$ cat config.mk
export PLATFORM = sky130hd
export DESIGN_NAME = op0_sched
export DESIGN_NICKNAME = d
export VERILOG_FILES = /design/src/rtl/op0_sched.sv
export SDC_FILE = /design/constraint.sdc
export NUM_CORES = 1
export LEC_CHECK = 0
export BUFFER_PORTS_ARGS = -buffer_cell sky130_fd_sc_hd__buf_2
export CORE_MARGIN = 4
export CORE_UTILIZATION = 45
export DETAILED_ROUTE_END_ITERATION = 7
export PLACE_DENSITY = 0.77
export SYNTH_ARGS = -nofsm -noshare
export SYNTH_HDL_FRONTEND = slang
export SYNTH_SLANG_ARGS = --single-unit
$ cat constraint.sdc
create_clock -name clk -period 7.85 [get_ports clk]
set_input_delay 0.3925 -clock clk [delete_from_list [all_inputs] [get_ports clk]]
set_output_delay 0.3925 -clock clk [all_outputs]
set_load 0.1 [all_outputs]
$ cat src/rtl/op0_sched.sv
// op0_sched: round-robin scheduler that shares one multiply-add unit (C = X + Y*X) among four requesters.
// Optional feature macro OP0_SCHED_CNT_EN adds a 16-bit completed-operation counter on output CNT.
module op0_sched (
    input  logic        clk,
    input  logic        rst,
    input  logic [3:0]  REQ,
    input  logic [15:0] XI,
    input  logic [15:0] YI,
    output logic [3:0]  X,
    output logic [3:0]  Y,
    output logic        H,
    input  logic [7:0]  C,
    output logic [3:0]  GNT,
    output logic [3:0]  ACK,
    output logic [7:0]  R,
    output logic        BUSY
`ifdef OP0_SCHED_CNT_EN
    ,
    output logic [15:0] CNT
`endif
);

    typedef enum logic [1:0] {
        IDLE = 2'd0,
        EXEC = 2'd1,
        RESP = 2'd2
    } state_t;

    state_t      state_r;
    state_t      state_nx_s;
    logic [1:0]  ptr_r;
    logic [3:0]  gnt_r;
    logic [3:0]  ack_r;
    logic [7:0]  r_r;
    logic [3:0]  xop_r;
    logic [3:0]  yop_r;

    logic [6:0]  req_dbl_s;
    logic [3:0]  req_rot_s;
    logic [1:0]  off_s;
    logic [1:0]  winner_s;
    logic [3:0]  win_hot_s;
    logic [3:0]  win_x_s;
    logic [3:0]  win_y_s;
    logic        grant_s;

    assign grant_s = (state_r == IDLE) && (REQ != 4'd0);

    // Round-robin arbiter: rotate REQ so the pointer position sits at bit 0, then take the lowest set bit.
    always_comb begin
        req_dbl_s = {REQ[2:0], REQ};
        req_rot_s = req_dbl_s[ptr_r +: 4];
        if (req_rot_s[0]) begin
            off_s = 2'd0;
        end else if (req_rot_s[1]) begin
            off_s = 2'd1;
        end else if (req_rot_s[2]) begin
            off_s = 2'd2;
        end else begin
            off_s = 2'd3;
        end
        winner_s  = ptr_r + off_s;
        win_hot_s = 4'b0001 << winner_s;
        win_x_s   = XI[{winner_s, 2'b00} +: 4];
        win_y_s   = YI[{winner_s, 2'b00} +: 4];
    end

    // FSM state register.
    always_ff @(posedge clk or posedge rst) begin
        if (rst) begin
            state_r <= IDLE;
        end else begin
            state_r <= state_nx_s;
        end
    end

    // FSM next-state logic.
    always_comb begin
        state_nx_s = state_r;
        case (state_r)
            IDLE: begin
                if (grant_s) begin
                    state_nx_s = EXEC;
                end else begin
                    state_nx_s = IDLE;
                end
            end
            EXEC:    state_nx_s = RESP;
            RESP:    state_nx_s = IDLE;
            default: state_nx_s = IDLE;
        endcase
    end

    // Grant, operand latch, pointer, result capture and completion pulse.
    always_ff @(posedge clk or posedge rst) begin
        if (rst) begin
            ptr_r <= 2'd0;
            gnt_r <= 4'd0;
            ack_r <= 4'd0;
            r_r   <= 8'd0;
            xop_r <= 4'd0;
            yop_r <= 4'd0;
        end else begin
            case (state_r)
                IDLE: begin
                    if (grant_s) begin
                        gnt_r <= win_hot_s;
                        xop_r <= win_x_s;
                        yop_r <= win_y_s;
                        ptr_r <= winner_s + 2'd1;
                    end
                end
                EXEC: begin
                    r_r   <= C;
                    ack_r <= gnt_r;
                end
                RESP: begin
                    ack_r <= 4'd0;
                    gnt_r <= 4'd0;
                end
                default: begin
                    ack_r <= 4'd0;
                    gnt_r <= 4'd0;
                end
            endcase
        end
    end

    // Shared-unit drive: operands only visible while executing, zero otherwise.
    always_comb begin
        H    = 1'b0;
        X    = 4'd0;
        Y    = 4'd0;
        BUSY = 1'b0;
        case (state_r)
            EXEC: begin
                H    = 1'b1;
                X    = xop_r;
                Y    = yop_r;
                BUSY = 1'b1;
            end
            RESP: begin
                BUSY = 1'b1;
            end
            default: begin
                H    = 1'b0;
                BUSY = 1'b0;
            end
        endcase
    end

    assign GNT = gnt_r;
    assign ACK = ack_r;
    assign R   = r_r;

`ifdef OP0_SCHED_CNT_EN
    logic [15:0] cnt_r;

    // Completed-operation counter, bumps on each RESP->IDLE edge and wraps naturally.
    always_ff @(posedge clk or posedge rst) begin
        if (rst) begin
            cnt_r <= 16'd0;
        end else if (state_r == RESP) begin
            cnt_r <= cnt_r + 16'd1;
        end else begin
            cnt_r <= cnt_r;
        end
    end

    assign CNT = cnt_r;
`endif

endmodule

==> impl_metrics.json <==
{
  "status": "finished clean",
  "cts_buffers": 3,
  "ys.warnings.count": 0,
  "seq_area_frac_synth_pct": 43.3,
  "synth-xor-area-share_pct": 0,
  "clk_pin_slew_ns": 0.15,
  "initial_utilization_pct": 47.4,
  "cp.arrival_ns": 2.98,
  "drt-initial-drc-count": 44,
  "port_buffers": 71,
  "drv_slew": 0,
  "dp_hpwl_um": 2720,
  "synth_nets": 196,
  "global_route.overflow_total": 0,
  "grt_pass1_vias": 1273,
  "synth_top_family_by_area": "multiplexers",
  "die_height_um": 68.0,
  "setup_tns_ns": 0,
  "worst_pin_slew_ns": 1.01,
  "ant_nets": 0,
  "h-tree-depth": 1,
  "yosys.area_share.simple_pct": 15.6,
  "clock_latency_ns": 0.32,
  "final_layout_size_suffix_gt1_share_pct": 47.9,
  "grt_max_degree": 29,
  "dieArea_sq_um": 4620,
  "required_ns": 8.04,
  "first_pass_iters": 4,
  "ff2ff_setup_slack_ns": 5.06,
  "diodes": 0,
  "finalClockSkew_ns": 0.00799,
  "row_count": 21,
  "maxCapViolCount": 0,
  "grt_pass1_wl_um": 5670,
  "min_period_ns": 2.79,
  "ioPinCount": 72,
  "avgRoutedWirePerCell_um": 13.8,
  "syn_to_final_growth_pct": 24.3,
  "fin_nets": 262,
  "cts_hold_buf": 0,
  "async_reset_ff_share_pct": 100,
  "clock_sink_count": 28,
  "remaining_drc_errors": 0,
  "final_common_cell": "buf_2",
  "syn_area_sq_um": 1620,
  "route.vias.total": 1335,
  "cts_tree": "built",
  "setup_viol": 0,
  "synthesis.instances": 146,
  "synth_edf_count": 0,
  "wl_um": 3550,
  "syn_avg_cell_area_sq_um": 11.1,
  "start_kind": "flop",
  "synth-seq-cells": 28,
  "post_cts_buffers": 0,
  "max_freq_mhz": 358,
  "final_hold_viol_count": 0,
  "post_cts_resized": 0,
  "synth_adder_area_share_pct": 3.09,
  "globalRouteTotalUtil_pct": 15.9,
  "synthMuxAreaShare_pct": 17.4,
  "core-area_sq_um": 3420,
  "hold_path.class": "input pin to async pin",
  "endpoint_kind": "flop",
  "root_buffer": "clkbuf_4",
  "clockBufferDepth": 2,
  "crit_type": "flop to flop",
  "synthFlopType": "dfrtp_1",
  "rsz0062_at_grt": "false",
  "maxSlewHeadroom_pct": 32.8,
  "viasPerCell": 5.19,
  "synth_cell_types": 35,
  "synth_compound_area_share_pct": 15.8,
  "final_cell_mix": "71 x buf_2, 28 x dfrtp_1, 16 x nand2_1, 16 x mux2_2",
  "crit_fanout": 11,
  "gp_congestion": 0.777,
  "period_share_pct": 35.6,
  "antenna_found_initial": 0,
  "chipWidth_um": 68.0
}
## critical path: stages (launching register included)
cell	delay [ns]
dfrtp_1	0.52
inv_1	0.13
nand2_1	0.08
o22ai_1	0.07
o21ai_0	0.14
o311ai_0	0.20
ha_1	0.27
nor2b_1	0.14
mux2i_1	0.59
and2_4	0.40
o311ai_2	0.13
## kinds of logic after synthesis
logic type / count (synthesis)
simple gates: 46
fa+ha+maj: 4
compound gates: 26
buf+inv: 16
flops: 28
mux: 26
## cell type report
class | instances | area, sq um
Fill cell | 318 | 1400
Tap cell | 46 | 57.6
Clock buffer | 4 | 36.3
Sequential cell | 28 | 701
Multi-Input combinational cell | 102 | 841
Inverter | 6 | 22.5
Timing Repair Buffer | 71 | 355
## synthesized netlist by cell type (all sizes together) (4+ instances only)
library cell	count	share of area [%]
a22o	5	2.7
and2	10	4.0
buf	6	2.5
clkbuf	4	0.93
dfrtp	28	43
ha	4	3.1
inv	6	1.4
mux2	17	12
mux2i	9	5.6
nand2	16	3.7
nand4	8	3.1
o21ai	5	1.5
o311ai	11	9.7
## sequential cells by signal, summed over array words and instances, names as in the netlist
signal   count
ACK          4
GNT          4
R            8
ptr_r        2
state_r      2
xop_r        4
yop_r        4
## worst paths after layout
kind,from,endpoint,cells after the start
min,rst,R[7]$_DFFE_PP0P_,2
max,ptr_r[0]$_DFFE_PP0N_,xop_r[3]$_DFFE_PP0N_,10
max in group asynchronous,rst,state_r[1]$_DFF_PP0_,2
min reg2reg,yop_r[0]$_DFFE_PP0N_,yop_r[0]$_DFFE_PP0N_,2
max reg2reg,ptr_r[0]$_DFFE_PP0N_,xop_r[3]$_DFFE_PP0N_,10
min in group clk,C[7],R[7]$_DFFE_PP0P_,2
## per-stage QoR
step                instances  hold WS, ns  instance area, sq um  utilization [%]  setup slack [ns]
CTS                       257        0.286                  2010             58.9              5.07
floorplan                 146        0.448                  1620                -              5.15
detailed placement        253        0.471                  1980             57.9              5.07
global placement          253        0.466                  1980             57.9              5.12
finish                    257        0.284                  2010             58.9              5.06
global route              257        0.272                  2010             58.9              4.79
## routing by layer
metal / up-vias / track usage [%] / part of all wire [%]
met4: 0 / 4.22 / 1.2
met5: - / 0 / 0
met1: 625 / 19.7 / 42
met2: 42 / 28.6 / 50
met3: 4 / 2.30 / 6.8
li1: 664 / - / -
Power is not shown: default switching activity piles up to over one toggle a cycle in this logic, so the estimate is an artifact.
